<file path="config.mk">
export PLATFORM = sky130hd
export DESIGN_NAME = mem_arbiter
export DESIGN_NICKNAME = d
export VERILOG_FILES = /design/src/rtl/mem_arb_pkg.sv /design/src/rtl/mem_arb_rsp.sv /design/src/rtl/mem_arbiter.sv
export SDC_FILE = /design/constraint.sdc
export NUM_CORES = 1
export LEC_CHECK = 0
export CAP_MARGIN = 20
export CORE_MARGIN = 8
export CORE_UTILIZATION = 60
export DETAILED_ROUTE_END_ITERATION = 6
export DONT_BUFFER_PORTS = 1
export PLACE_DENSITY = 0.83
export SLEW_MARGIN = 20
export SYNTH_ARGS = -nofsm -noshare
export SYNTH_HDL_FRONTEND = slang
export SYNTH_SLANG_ARGS = --single-unit
</file>
<file path="constraint.sdc">
create_clock -name clk -period 4.5 [get_ports clk]
set_input_delay 0.9 -clock clk [delete_from_list [all_inputs] [get_ports clk]]
set_output_delay 0.9 -clock clk [all_outputs]
set_load 0.02 [all_outputs]
</file>
<file path="src/rtl/mem_arb_pkg.sv">
// Shared types and defaults for the data-memory arbiter.
package mem_arb_pkg;

    typedef enum logic [1:0] {
        IDLE = 2'd0,
        OWN0 = 2'd1,
        OWN1 = 2'd2
    } arb_state_t;

    localparam int unsigned MAX_LOCK_DEF = 8;

endpackage

</file>
<file path="src/rtl/mem_arb_rsp.sv">
// Per-requester read-return register: one-cycle rvalid pulse and held rdata.
module mem_arb_rsp #(
    parameter int unsigned WIDTH = 32
) (
    input  logic             clk,
    input  logic             rst_n,
    input  logic             capture,
    input  logic [WIDTH-1:0] rd,
    output logic             rvalid,
    output logic [WIDTH-1:0] rdata
);

    always_ff @(posedge clk or negedge rst_n) begin
        if (!rst_n) begin
            rvalid <= 1'b0;
            rdata  <= '0;
        end else begin
            rvalid <= capture;
            if (capture) begin
                rdata <= rd;
            end
        end
    end

endmodule

</file>
<file path="src/rtl/mem_arbiter.sv">
// Two-requester round-robin arbiter for the single-port data memory,
// with lock-based exclusive ownership bounded by MAX_LOCK cycles.
module mem_arbiter
    import mem_arb_pkg::*;
#(
    parameter int unsigned WIDTH    = 32,
    parameter int unsigned DEPTH    = 5,
    parameter int unsigned MAX_LOCK = MAX_LOCK_DEF
) (
    input  logic             clk,
    input  logic             rst_n,
    input  logic             req0,
    input  logic             req1,
    input  logic             we0,
    input  logic             we1,
    input  logic             lock0,
    input  logic             lock1,
    input  logic [DEPTH-1:0] addr0,
    input  logic [DEPTH-1:0] addr1,
    input  logic [WIDTH-1:0] wdata0,
    input  logic [WIDTH-1:0] wdata1,
    output logic             gnt0,
    output logic             gnt1,
    output logic             rvalid0,
    output logic             rvalid1,
    output logic [WIDTH-1:0] rdata0,
    output logic [WIDTH-1:0] rdata1,
    output logic             mem_read,
    output logic             mem_write,
    output logic [DEPTH-1:0] mem_addr,
    output logic [WIDTH-1:0] mem_wd,
    input  logic [WIDTH-1:0] mem_rd
);

    localparam int unsigned CW = (MAX_LOCK > 2) ? $clog2(MAX_LOCK) : 1;
    localparam logic [CW-1:0] CNT_LAST = CW'(MAX_LOCK - 1);

    arb_state_t    state, state_nxt;
    logic          prio, prio_nxt;
    logic [CW-1:0] lock_cnt, cnt_nxt;
    logic          gnt_any;
    logic          gsel;
    logic          lock_w;
    logic          we_w;

    always_ff @(posedge clk or negedge rst_n) begin
        if (!rst_n) begin
            state    <= IDLE;
            prio     <= 1'b0;
            lock_cnt <= '0;
        end else begin
            state    <= state_nxt;
            prio     <= prio_nxt;
            lock_cnt <= cnt_nxt;
        end
    end

    // gsel names the requester being served (0/1); gnt_any says whether anyone is.
    always_comb begin
        state_nxt = state;
        prio_nxt  = prio;
        cnt_nxt   = lock_cnt;
        gnt_any   = 1'b0;
        gsel      = 1'b0;
        lock_w    = 1'b0;
        case (state)
            IDLE: begin
                if (req0 || req1) begin
                    gnt_any  = 1'b1;
                    gsel     = (req0 && req1) ? prio : req1;
                    prio_nxt = ~gsel;
                    lock_w   = gsel ? lock1 : lock0;
                    if (lock_w) begin
                        state_nxt = gsel ? OWN1 : OWN0;
                        cnt_nxt   = '0;
                    end
                end
            end
            OWN0: begin
                gnt_any = req0;
                cnt_nxt = lock_cnt + CW'(1);
                if (!lock0 || lock_cnt == CNT_LAST) begin
                    state_nxt = IDLE;
                    prio_nxt  = 1'b1;
                end
            end
            OWN1: begin
                gsel    = 1'b1;
                gnt_any = req1;
                cnt_nxt = lock_cnt + CW'(1);
                if (!lock1 || lock_cnt == CNT_LAST) begin
                    state_nxt = IDLE;
                    prio_nxt  = 1'b0;
                end
            end
            default: begin
                state_nxt = IDLE;
            end
        endcase
    end

    // Reset gates the grant combinationally so the memory is idle while rst_n is low.
    always_comb begin
        gnt0      = 1'b0;
        gnt1      = 1'b0;
        mem_read  = 1'b0;
        mem_write = 1'b0;
        mem_addr  = '0;
        mem_wd    = '0;
        we_w      = gsel ? we1 : we0;
        if (rst_n && gnt_any) begin
            gnt0      = ~gsel;
            gnt1      = gsel;
            mem_read  = ~we_w;
            mem_write = we_w;
            mem_addr  = gsel ? addr1 : addr0;
            mem_wd    = gsel ? wdata1 : wdata0;
        end
    end

    mem_arb_rsp #(.WIDTH(WIDTH)) u_rsp0 (
        .clk     (clk),
        .rst_n   (rst_n),
        .capture (gnt0 & ~we0),
        .rd      (mem_rd),
        .rvalid  (rvalid0),
        .rdata   (rdata0)
    );

    mem_arb_rsp #(.WIDTH(WIDTH)) u_rsp1 (
        .clk     (clk),
        .rst_n   (rst_n),
        .capture (gnt1 & ~we1),
        .rd      (mem_rd),
        .rvalid  (rvalid1),
        .rdata   (rdata1)
    );

endmodule

</file>
==> results.py <==
metrics = {
    "run_status": {
        "status": "complete, no violations",
    },
    "hold_path": {
        "hp-class": "input port to asynchronous set/reset pin",
    },
    "setup_path": {
        "cp-end-kind": "output port",
        "reg2reg_depth": 7,
        "critical_path.startpoint_type": "flop",
        "critPathTopFamily": "compound AO/OA/AOI/OAI gates",
        "reg2reg_setup_slack_ns": 1.67,
        "slowest_delay_ns": 0.76,
        "crit_buf_inv": 1,
        "path_cells": "inv_1, ha_1, a31o_2, mux2i_1, nor2b_1",
        "required_ns": 3.60,
        "crit_cells": 5,
        "crit_type": "flop to output port",
        "crit_path_max_fanout": 40,
        "arrival_ns": 2.69,
        "crit_slowest_cell": "a31o_2",
    },
    "clock_tree": {
        "cts-buffers-inserted": 9,
        "cts_sinks": 72,
        "hold_buffers": 0,
        "cts_tree": "done",
        "cts_buffer_depth": 2,
        "cts_resized": 0,
        "clock_latency_ns": 0.33,
        "postCtsSetupBuffers": 0,
        "h-tree-depth": 3,
        "cts-root-buf": "clkbuf_8",
        "cts.clk_slew.worst_paths_ns": 0.07,
    },
    "timing": {
        "max_slew_margin_pct": 33.8,
        "worst_pin_slew_ns": 0.993,
        "whs_ns": 0.255,
        "final.min_clock_period_ns": 3.59,
        "finalWorstSetupSlack_ns": 0.910,
        "final-setup-viol-count": 0,
        "final_hold_viol_count": 0,
        "grt_setup_unrepaired": "false",
        "max_freq_ghz": 0.279,
        "finalCritPeriodShare_pct": 79.8,
        "skew_ns": 0.00760,
        "fin_tns_setup_ns": 0,
        "maxSlewViolCount": 0,
    },
    "synthesis": {
        "synth-seq-cells": 72,
        "ys_seq_area_share_pct": 51.9,
        "synth_edf_count": 0,
        "syn_area_sq_um": 3470,
        "synth_nets": 435,
        "syn_inst": 315,
        "syn_avg_cell_area_sq_um": 11.0,
        "ys_types": 30,
        "synthFlopType": "dfrtp_1",
        "ys_async_sr_fraction_pct": 100,
        "yosysWarningCount": 0,
    },
    "detailed_routing": {
        "vias_per_cell": 6.07,
        "drt_pass1_iterations": 5,
        "finalWirelength_um": 9800,
        "num_vias": 2336,
        "ant_nets": 0,
        "drt_iter0_markers": 76,
        "drcViolationCount": 0,
        "wl_per_cell_um": 25.5,
    },
    "layout": {
        "layout-drive-gt1-share_pct": 27.2,
        "stdcell_area_sq_um": 3700,
        "num_antenna_cells": 0,
        "final_cell_mix": "nand2_1 (76), dfrtp_1 (72), mux2_2 (62)",
        "final_nets": 428,
        "synthToLayoutAreaGrowth_pct": 6.45,
        "final_util_pct": 66.7,
        "layout_commonest_cell": "nand2_1",
        "instances_no_fill": 385,
    },
    "global_routing": {
        "grt_pass1_vias": 2428,
        "grt_max_degree": 74,
        "grt_pass1_wl_um": 14300,
        "antenna_found_initial": 0,
        "overflow": 0,
        "grt_usage_pct": 22.0,
    },
    "floorplanning": {
        "die-area_sq_um": 8480,
        "ioPinCount": 221,
        "die_height_um": 92.1,
        "rows": 27,
        "coreArea_sq_um": 5540,
        "die_x_um": 92.1,
        "initial_core_util_pct": 62.7,
    },
    "place": {
        "dpl.hpwl_um": 7630,
        "gp_congestion": 0.986,
        "dpl-instance-area_sq_um": 3480,
        "post-place-ws_ns": 1.07,
        "io_buffers": 0,
        "placedCellCount": 369,
    },
    "power": {
        "power_density_nw_per_um2": 835,
        "leakagePower_nw": 1.62,
        "fin_total_pwr_mw": 3.09,
        "ir_worst_vdd_mv": 0.552,
    },
    "run": {
        "cap_viol_max_count": 0,
    },
}
[power breakdown]
| group | internal [mW] | total [mW] | leakage [nW] | switching [mW] |
|---|---|---|---|---|
| Sequential | 0.960 | 1.58 | 0.875 | 0.617 |
| Clock | 0.327 | 0.555 | 0.106 | 0.229 |
| Combinational | 0.403 | 0.954 | 0.640 | 0.551 |
[worst paths after layout]
kind,end,start
min reg2reg,lock_cnt[2],lock_cnt[2]
max,mem_read,state[0]
min in group clk,lock_cnt[2],lock_cnt[2]
max in group asynchronous,state[1],rst_n
max reg2reg,u_rsp0.rdata[5],state[0]
min,u_rsp1.rdata[9],rst_n
[synthesized netlist by cell type (2+ instances only)]
library cell	number	area [sq um]
nor2b_1	2	12.5
nor2_1	4	15.0
o21ai_0	5	25.0
ha_1	6	75.1
nand2_1	76	285
nor3_4	2	32.5
a31o_2	2	17.5
mux2i_1	3	30.0
dfrtp_1	72	1800
nand3_1	2	10.0
buf_2	5	25.0
mux2_1	3	33.8
buf_6	6	67.6
buf_4	2	15.0
buf_1	2	7.51
clkbuf_1	6	22.5
inv_1	4	15.0
a22o_1	2	17.5
mux2_2	62	698
a21oi_1	39	195
[state kept, by name, indices dropped and copies added (netlist names)]
register,flops
prio,1
state,2
u_rsp0.rvalid,1
u_rsp1.rvalid,1
u_rsp0.rdata,32
lock_cnt,3
u_rsp1.rdata,32
[kinds of logic after synthesis]
| family | after synthesis | synth area share (%) |
|---|---|---|
| simple gates | 89 | 10.8 |
| flops | 72 | 51.9 |
| mux | 68 | 21.9 |
| compound gates | 55 | 8.86 |
| buf+inv | 25 | 4.39 |
| fa+ha+maj | 6 | 2.16 |
[metal layers]
metal  vias up  global-route usage (%)  part of all wire [%]
met5         -                       0                     0
met3        16                    10.4                    12
met1      1118                    21.3                    33
met2       142                    39.6                    54
met4         0                    8.05                   2.2
li1       1060                       -                     -
[area by class of cell]
| cell class | instances | area [sq um] |
|---|---|---|
| clock inverters | 5 | 80.1 |
| clock buffers | 11 | 141 |
| well taps | 72 | 90.1 |
| fillers | 423 | 1840 |
| multi-input cells | 218 | 1530 |
| repair buffers | 3 | 35.0 |
| flip-flops and latches | 72 | 1800 |
| inverters | 4 | 15.0 |
Power figures use the tool's default switching activity.
